File: src/rtl/tlc_param_fsm.sv
// Parameterised traffic-light controller with pedestrian walk phase and flash mode.
// Define TLC_ALL_RED_EN to compile in the all-red clearance states AR_NS/AR_EW.
module tlc_param_fsm #(
    parameter int unsigned CNT_W      = 5,
    parameter int unsigned GREEN_T    = 10,
    parameter int unsigned YELLOW_T   = 3,
    parameter int unsigned ALLRED_T   = 2,
    parameter int unsigned WALK_T     = 8,
    parameter int unsigned FLASH_HALF = 4
) (
    input  logic       clk,
    input  logic       rst,
    input  logic       ns_car,
    input  logic       ew_car,
    input  logic       ped_req,
    input  logic       flash,
    output logic       ns_g,
    output logic       ns_y,
    output logic       ns_r,
    output logic       ew_g,
    output logic       ew_y,
    output logic       ew_r,
    output logic       walk,
    output logic       ped_wait,
    output logic [2:0] state_o
);

    localparam int unsigned TMAX = (1 << CNT_W);

    if (GREEN_T < 1 || GREEN_T >= TMAX || YELLOW_T < 1 || YELLOW_T >= TMAX ||
        ALLRED_T < 1 || ALLRED_T >= TMAX || WALK_T < 1 || WALK_T >= TMAX ||
        FLASH_HALF < 1 || FLASH_HALF >= TMAX) begin : g_bad_param
        $error("tlc_param_fsm: every dwell parameter must satisfy 1 <= T < 2**CNT_W");
    end

    localparam logic [CNT_W-1:0] GRN_END = CNT_W'(GREEN_T - 1);
    localparam logic [CNT_W-1:0] YEL_END = CNT_W'(YELLOW_T - 1);
    localparam logic [CNT_W-1:0] WLK_END = CNT_W'(WALK_T - 1);
    localparam logic [CNT_W-1:0] FLS_END = CNT_W'(FLASH_HALF - 1);
`ifdef TLC_ALL_RED_EN
    localparam logic [CNT_W-1:0] AR_END  = CNT_W'(ALLRED_T - 1);
`endif

    typedef enum logic [2:0] {
        StNsGrn = 3'd0,
        StNsYel = 3'd1,
        StArNs  = 3'd2,
        StEwGrn = 3'd3,
        StEwYel = 3'd4,
        StArEw  = 3'd5,
        StWalk  = 3'd6,
        StFlash = 3'd7
    } state_t;

    state_t           state_q, state_d;
    logic [CNT_W-1:0] cnt_q, cnt_d;
    logic             ped_wait_q, ped_wait_d;
    logic             blink_q, blink_d;

    always_ff @(posedge clk or posedge rst) begin
        if (rst) begin
            state_q    <= StNsGrn;
            cnt_q      <= '0;
            ped_wait_q <= 1'b0;
            blink_q    <= 1'b1;
        end else begin
            state_q    <= state_d;
            cnt_q      <= cnt_d;
            ped_wait_q <= ped_wait_d;
            blink_q    <= blink_d;
        end
    end

    always_comb begin
        state_d = state_q;
        if (flash) begin
            state_d = StFlash;
        end else begin
            unique case (state_q)
                StNsGrn: if (cnt_q >= GRN_END && (ew_car || ped_wait_q)) state_d = StNsYel;
`ifdef TLC_ALL_RED_EN
                StNsYel: if (cnt_q == YEL_END) state_d = StArNs;
                StArNs:  if (cnt_q == AR_END) state_d = StEwGrn;
                StEwGrn: if (cnt_q >= GRN_END && (ns_car || ped_wait_q)) state_d = StEwYel;
                StEwYel: if (cnt_q == YEL_END) state_d = StArEw;
                StArEw:  if (cnt_q == AR_END) state_d = ped_wait_q ? StWalk : StNsGrn;
                StFlash: state_d = StArEw;
`else
                StNsYel: if (cnt_q == YEL_END) state_d = StEwGrn;
                StEwGrn: if (cnt_q >= GRN_END && (ns_car || ped_wait_q)) state_d = StEwYel;
                StEwYel: if (cnt_q == YEL_END) state_d = ped_wait_q ? StWalk : StNsGrn;
                StFlash: state_d = ped_wait_q ? StWalk : StNsGrn;
`endif
                StWalk:  if (cnt_q == WLK_END) state_d = StNsGrn;
                default: state_d = StNsGrn;
            endcase
        end
    end

    always_comb begin
        cnt_d = cnt_q;
        if (state_d != state_q) begin
            cnt_d = '0;
        end else if (state_q == StFlash && cnt_q == FLS_END) begin
            cnt_d = '0;
        end else if (cnt_q != '1) begin
            cnt_d = cnt_q + 1'b1;
        end

        // Blink restarts lit on every FLASH entry.
        blink_d = 1'b1;
        if (state_d == StFlash && state_q == StFlash) begin
            blink_d = (cnt_q == FLS_END) ? ~blink_q : blink_q;
        end

        // Entering WALK serves the request, even one arriving on the same edge.
        ped_wait_d = ped_wait_q;
        if (state_d == StWalk && state_q != StWalk) begin
            ped_wait_d = 1'b0;
        end else if (ped_req && state_q != StWalk) begin
            ped_wait_d = 1'b1;
        end
    end

    always_comb begin
        ns_g = 1'b0;
        ns_y = 1'b0;
        ns_r = 1'b0;
        ew_g = 1'b0;
        ew_y = 1'b0;
        ew_r = 1'b0;
        walk = 1'b0;
        unique case (state_q)
            StNsGrn: begin ns_g = 1'b1; ew_r = 1'b1; end
            StNsYel: begin ns_y = 1'b1; ew_r = 1'b1; end
            StEwGrn: begin ns_r = 1'b1; ew_g = 1'b1; end
            StEwYel: begin ns_r = 1'b1; ew_y = 1'b1; end
            StWalk:  begin ns_r = 1'b1; ew_r = 1'b1; walk = 1'b1; end
            StFlash: begin ns_y = blink_q; ew_y = blink_q; end
            default: begin ns_r = 1'b1; ew_r = 1'b1; end
        endcase
    end

    assign ped_wait = ped_wait_q;
    assign state_o  = state_q;

endmodule

File: config.mk
export PLATFORM = sky130hd
export DESIGN_NAME = tlc_param_fsm
export DESIGN_NICKNAME = d
export VERILOG_FILES = /design/src/rtl/tlc_param_fsm.sv
export SDC_FILE = /design/constraint.sdc
export NUM_CORES = 1
export LEC_CHECK = 0
export BUFFER_PORTS_ARGS = -buffer_cell sky130_fd_sc_hd__buf_2
export CAP_MARGIN = 15
export CORE_UTILIZATION = 53
export DETAILED_ROUTE_END_ITERATION = 12
export GPL_TIMING_DRIVEN = 0
export PLACE_DENSITY = 0.81
export SKIP_LAST_GASP = 1
export SLEW_MARGIN = 20
export SYNTH_ARGS = -nofsm -noshare
export SYNTH_HDL_FRONTEND = slang
export SYNTH_SLANG_ARGS = --single-unit
File: constraint.sdc
create_clock -name clk -period 2.1 [get_ports clk]
set_input_delay 0.21 -clock clk [delete_from_list [all_inputs] [get_ports clk]]
set_output_delay 0.21 -clock clk [all_outputs]
set_load 0.01 [all_outputs]
==> metrics.csv <==
stage,metric,value,unit
outcome,status,"complete, no violations",
sta,fin_skew,0.00616,ns
synthesis,synth_top_cells_by_area,"dfrtp_1 (26%), ha_1 (5.7%), a21oi_1 (4.0%), nor2_1 (3.8%), nor3_1 (3.4%)",
clock_tree,cts_tree,built,
detailed_routing,dr.pass1.iters,4,
finish,layout-drive-gt1-share,32.8,%
finish,syn_to_final_growth,17.2,%
grt,grt_first_pass_wirelength,3330,um
floorplanning,die_x,42.8,um
critical_path,cp_slowest_cell,dfrtp_1,
synthesis,synthCells,98,
synthesis,synth_edf_count,0,
critical_path,slowest_delay,0.46,ns
finish,fillers,125,
grt,track_usage,24.2,%
grt,global_route.usage.met3,2.55,%
clock_tree,clk_latency,0.26,ns
sta,slew-limit-headroom,73.5,%
detailed_routing,wl_per_cell,13.8,um
sta,finalCritPeriodShare,90.7,%
critical_path,path_buf_inv,1,
run,maxCapViolCount,0,
sta,hold_slack,0.239,ns
detailed_routing,wl,1860,um
critical_path,worst-setup-path-type,flop to flop,
grt,overflow,0,
sta,fin_ws,0.196,ns
critical_path,start_kind,flop,
grt,top_usage_layer,met2,
floorplanning,dieArea,1830,um2
finish,antennaDiodeCount,0,
detailed_routing,drt_iter0_markers,16,
detailed_routing,vias,802,
synthesis,synth.cell_area,882,um2
synthesis,ys_ff_latch,10,
synthesis,yosysTopAreaCell,dfrtp_1,
clock_tree,clk_pin_slew_worst_paths,0.07,ns
critical_path,crit_cells,7,
critical_path,reg2reg_slack,0.20,ns
worst_hold_path,min_from,ped_req,
synthesis,async_reset_ff_share,100,%
worst_hold_path,hold-path-endpoint,ped_wait,
grt,globalRouteMet1Util,31.8,%
worst_hold_path,hp-class,input pin to flop,
grt,grt_max_degree,11,
floorplanning,coreArea,1520,um2
clock_tree,cts_sinks,10,
synthesis,synthFlopType,dfrtp_1,
critical_path,crit_family,compound AO/OA/AOI/OAI gates,
sta,maxSlewViolCount,0,
synthesis,synthTopCellsByCount,"dfrtp_1 (9), nor2_1 (9), nand2_1 (8), a21oi_1 (7)",
critical_path,ff2ff_path_depth,7,
floorplanning,num_io_pins,17,
sta,setup-tns-final,0,ns
power_and_ir_drop,p_leak,0.000451,uW
critical_path,worstPathRequired,2.27,ns
grt,grt_pass1_vias,777,
synthesis,ys_warn_count,0,
power_and_ir_drop,peakVddDrop,0.672,mV
clock_tree,cts_buffers,3,
critical_path,arrival,2.07,ns
place,port_buffers,16,
sta,final_hold_viol_count,0,
critical_path,end_kind,flop,
synthesis,synth.distinct_cells,44,
clock_tree,max-clock-path-buffers,2,
power_and_ir_drop,p_per_area,967,nW/um2
sta,setup_viol,0,
floorplanning,rows,14,
place,dp_hpwl,1400,um
detailed_routing,via_per_inst,5.94,
worst_hold_path,whs_path_depth,3,
synthesis,syn-mean-instance-area,9.00,um2
detailed_routing,ant_nets,0,
clock_tree,clock-root-buffer,clkbuf_4,
sta,worst-slew-pin-transition,0.398,ns
floorplanning,die_h,42.8,um
finish,design_area,1030,um2
place,pre_cts_ws,0.158,ns
floorplanning,start_util,57.9,%
place,place_congestion,0.829,
detailed_routing,drc_errors,0,
critical_path,r2r_start,cnt_q[0],
grt,antenna_found_initial,0,
synthesis,yosysSeqAreaShare,28.5,%
sta,grt_setup_unrepaired,no,
sta,timing.fmax,525,MHz
grt,grtUsageMet2,38.2,%
finish,num-nets-final,130,
critical_path,r2r-end,cnt_q[2],
clock_tree,htreeDepth,1,
synthesis,syn_nets,108,
critical_path,crit_chain,"inv_1, ha_1, nor4b_4, a221o_1, a211oi_2, nor4_4, nor3_1",
critical_path,crit_fanout,6,
sta,period_minus_slack,1.90,ns
place,placed_cell_area,982,um2
synthesis,yosys.area.top_type_share,25.5,%
==> registers in the layout, summed over array words and instances (netlist names) <==
register  cells
cnt_q         5
blink_q       1
state_o       3
ped_wait      1
==> worst register-to-register path, stage by stage (launching register included) <==
cell	delay (ns)
dfrtp_1	0.46
inv_1	0.07
ha_1	0.20
nor4b_4	0.14
a221o_1	0.36
a211oi_2	0.29
nor4_4	0.10
nor3_1	0.21
==> layout by cell type (no fill, tap or decap), types with 2 or more instances in the layout <==
cell / instances
buf_2: 17
nor2_1: 9
dfrtp_1: 9
nand2_1: 8
a21oi_1: 7
inv_1: 6
nor3_1: 6
or2_2: 4
ha_1: 4
o21ai_0: 3
xnor2_1: 3
clkbuf_4: 3
clkbuf_8: 2
a31oi_1: 2
nand2b_1: 2
nand4b_1: 2
xor2_1: 2
==> metrics by stage <==
stage | utilization, % | power, uW | std cells
2_1_floorplan | - | 707 | 98
3_3_place_gp | 64.4 | 839 | 130
3_5_place_dp | 64.4 | 856 | 130
4_1_cts | 66.8 | 1000 | 135
5_1_grt | 67.8 | 1090 | 135
6_report | 67.8 | 999 | 135
==> kinds of logic (layout without fill, tap and decap cells) <==
logic type,Yosys count,after routing,synth area share [%]
simple gates,44,44,31.3
buf+inv,11,32,7.66
xor+xnor,5,5,4.97
mux,1,1,1.28
compound gates,23,23,20.6
fa+ha+maj,4,4,5.67
flops,10,10,28.5
==> how the worst max path moves through the flow <==
| stage | slack [ns] | start | endpoint |
|---|---|---|---|
| after floorplan | 0.35 | cnt_q[0] | cnt_q[0] |
| after global placement | 0.20 | cnt_q[0] | cnt_q[4] |
| after detailed placement | 0.16 | cnt_q[0] | cnt_q[2] |
| after CTS | 0.14 | cnt_q[0] | cnt_q[2] |
| after global routing | 0.02 | cnt_q[0] | cnt_q[1] |
| final | 0.20 | cnt_q[0] | cnt_q[2] |
==> power breakdown <==
group,leakage (uW),switching (uW),total [uW],internal (uW)
registers,0.000122,59.4,292,233
logic,0.000314,313,571,258
clock network,0.0000150,62.6,136,73.3
total,0.000451,435,999,564
==> metal layers <==
layer	part of all wire (%)	vias up	wire, um
met5	0	-	0
met4	0.48	0	9
met2	49	14	917
met3	1.9	2	36
met1	48	384	894
li1	-	402	-
==> area by class of cell <==
class                           count  area, um2  area share [%]
Buffer                              5       45.0            4.36
Clock buffer                        4       26.3            2.54
Inverter                            6       22.5            2.18
Multi-Input combinational cell     77        578            55.9
Sequential cell                    10        251            24.3
Tap cell                           16       20.0            1.94
Timing Repair Buffer               17       90.1            8.72
==> timing repair <==
item	CTS	global route
hold endpoints to repair	9	0
setup endpoints to repair	0	3
hold buffers	1	0
gates resized for setup	0	2
setup buffers	0	0
No activity file was read; power rests on OpenSTA's default activity.
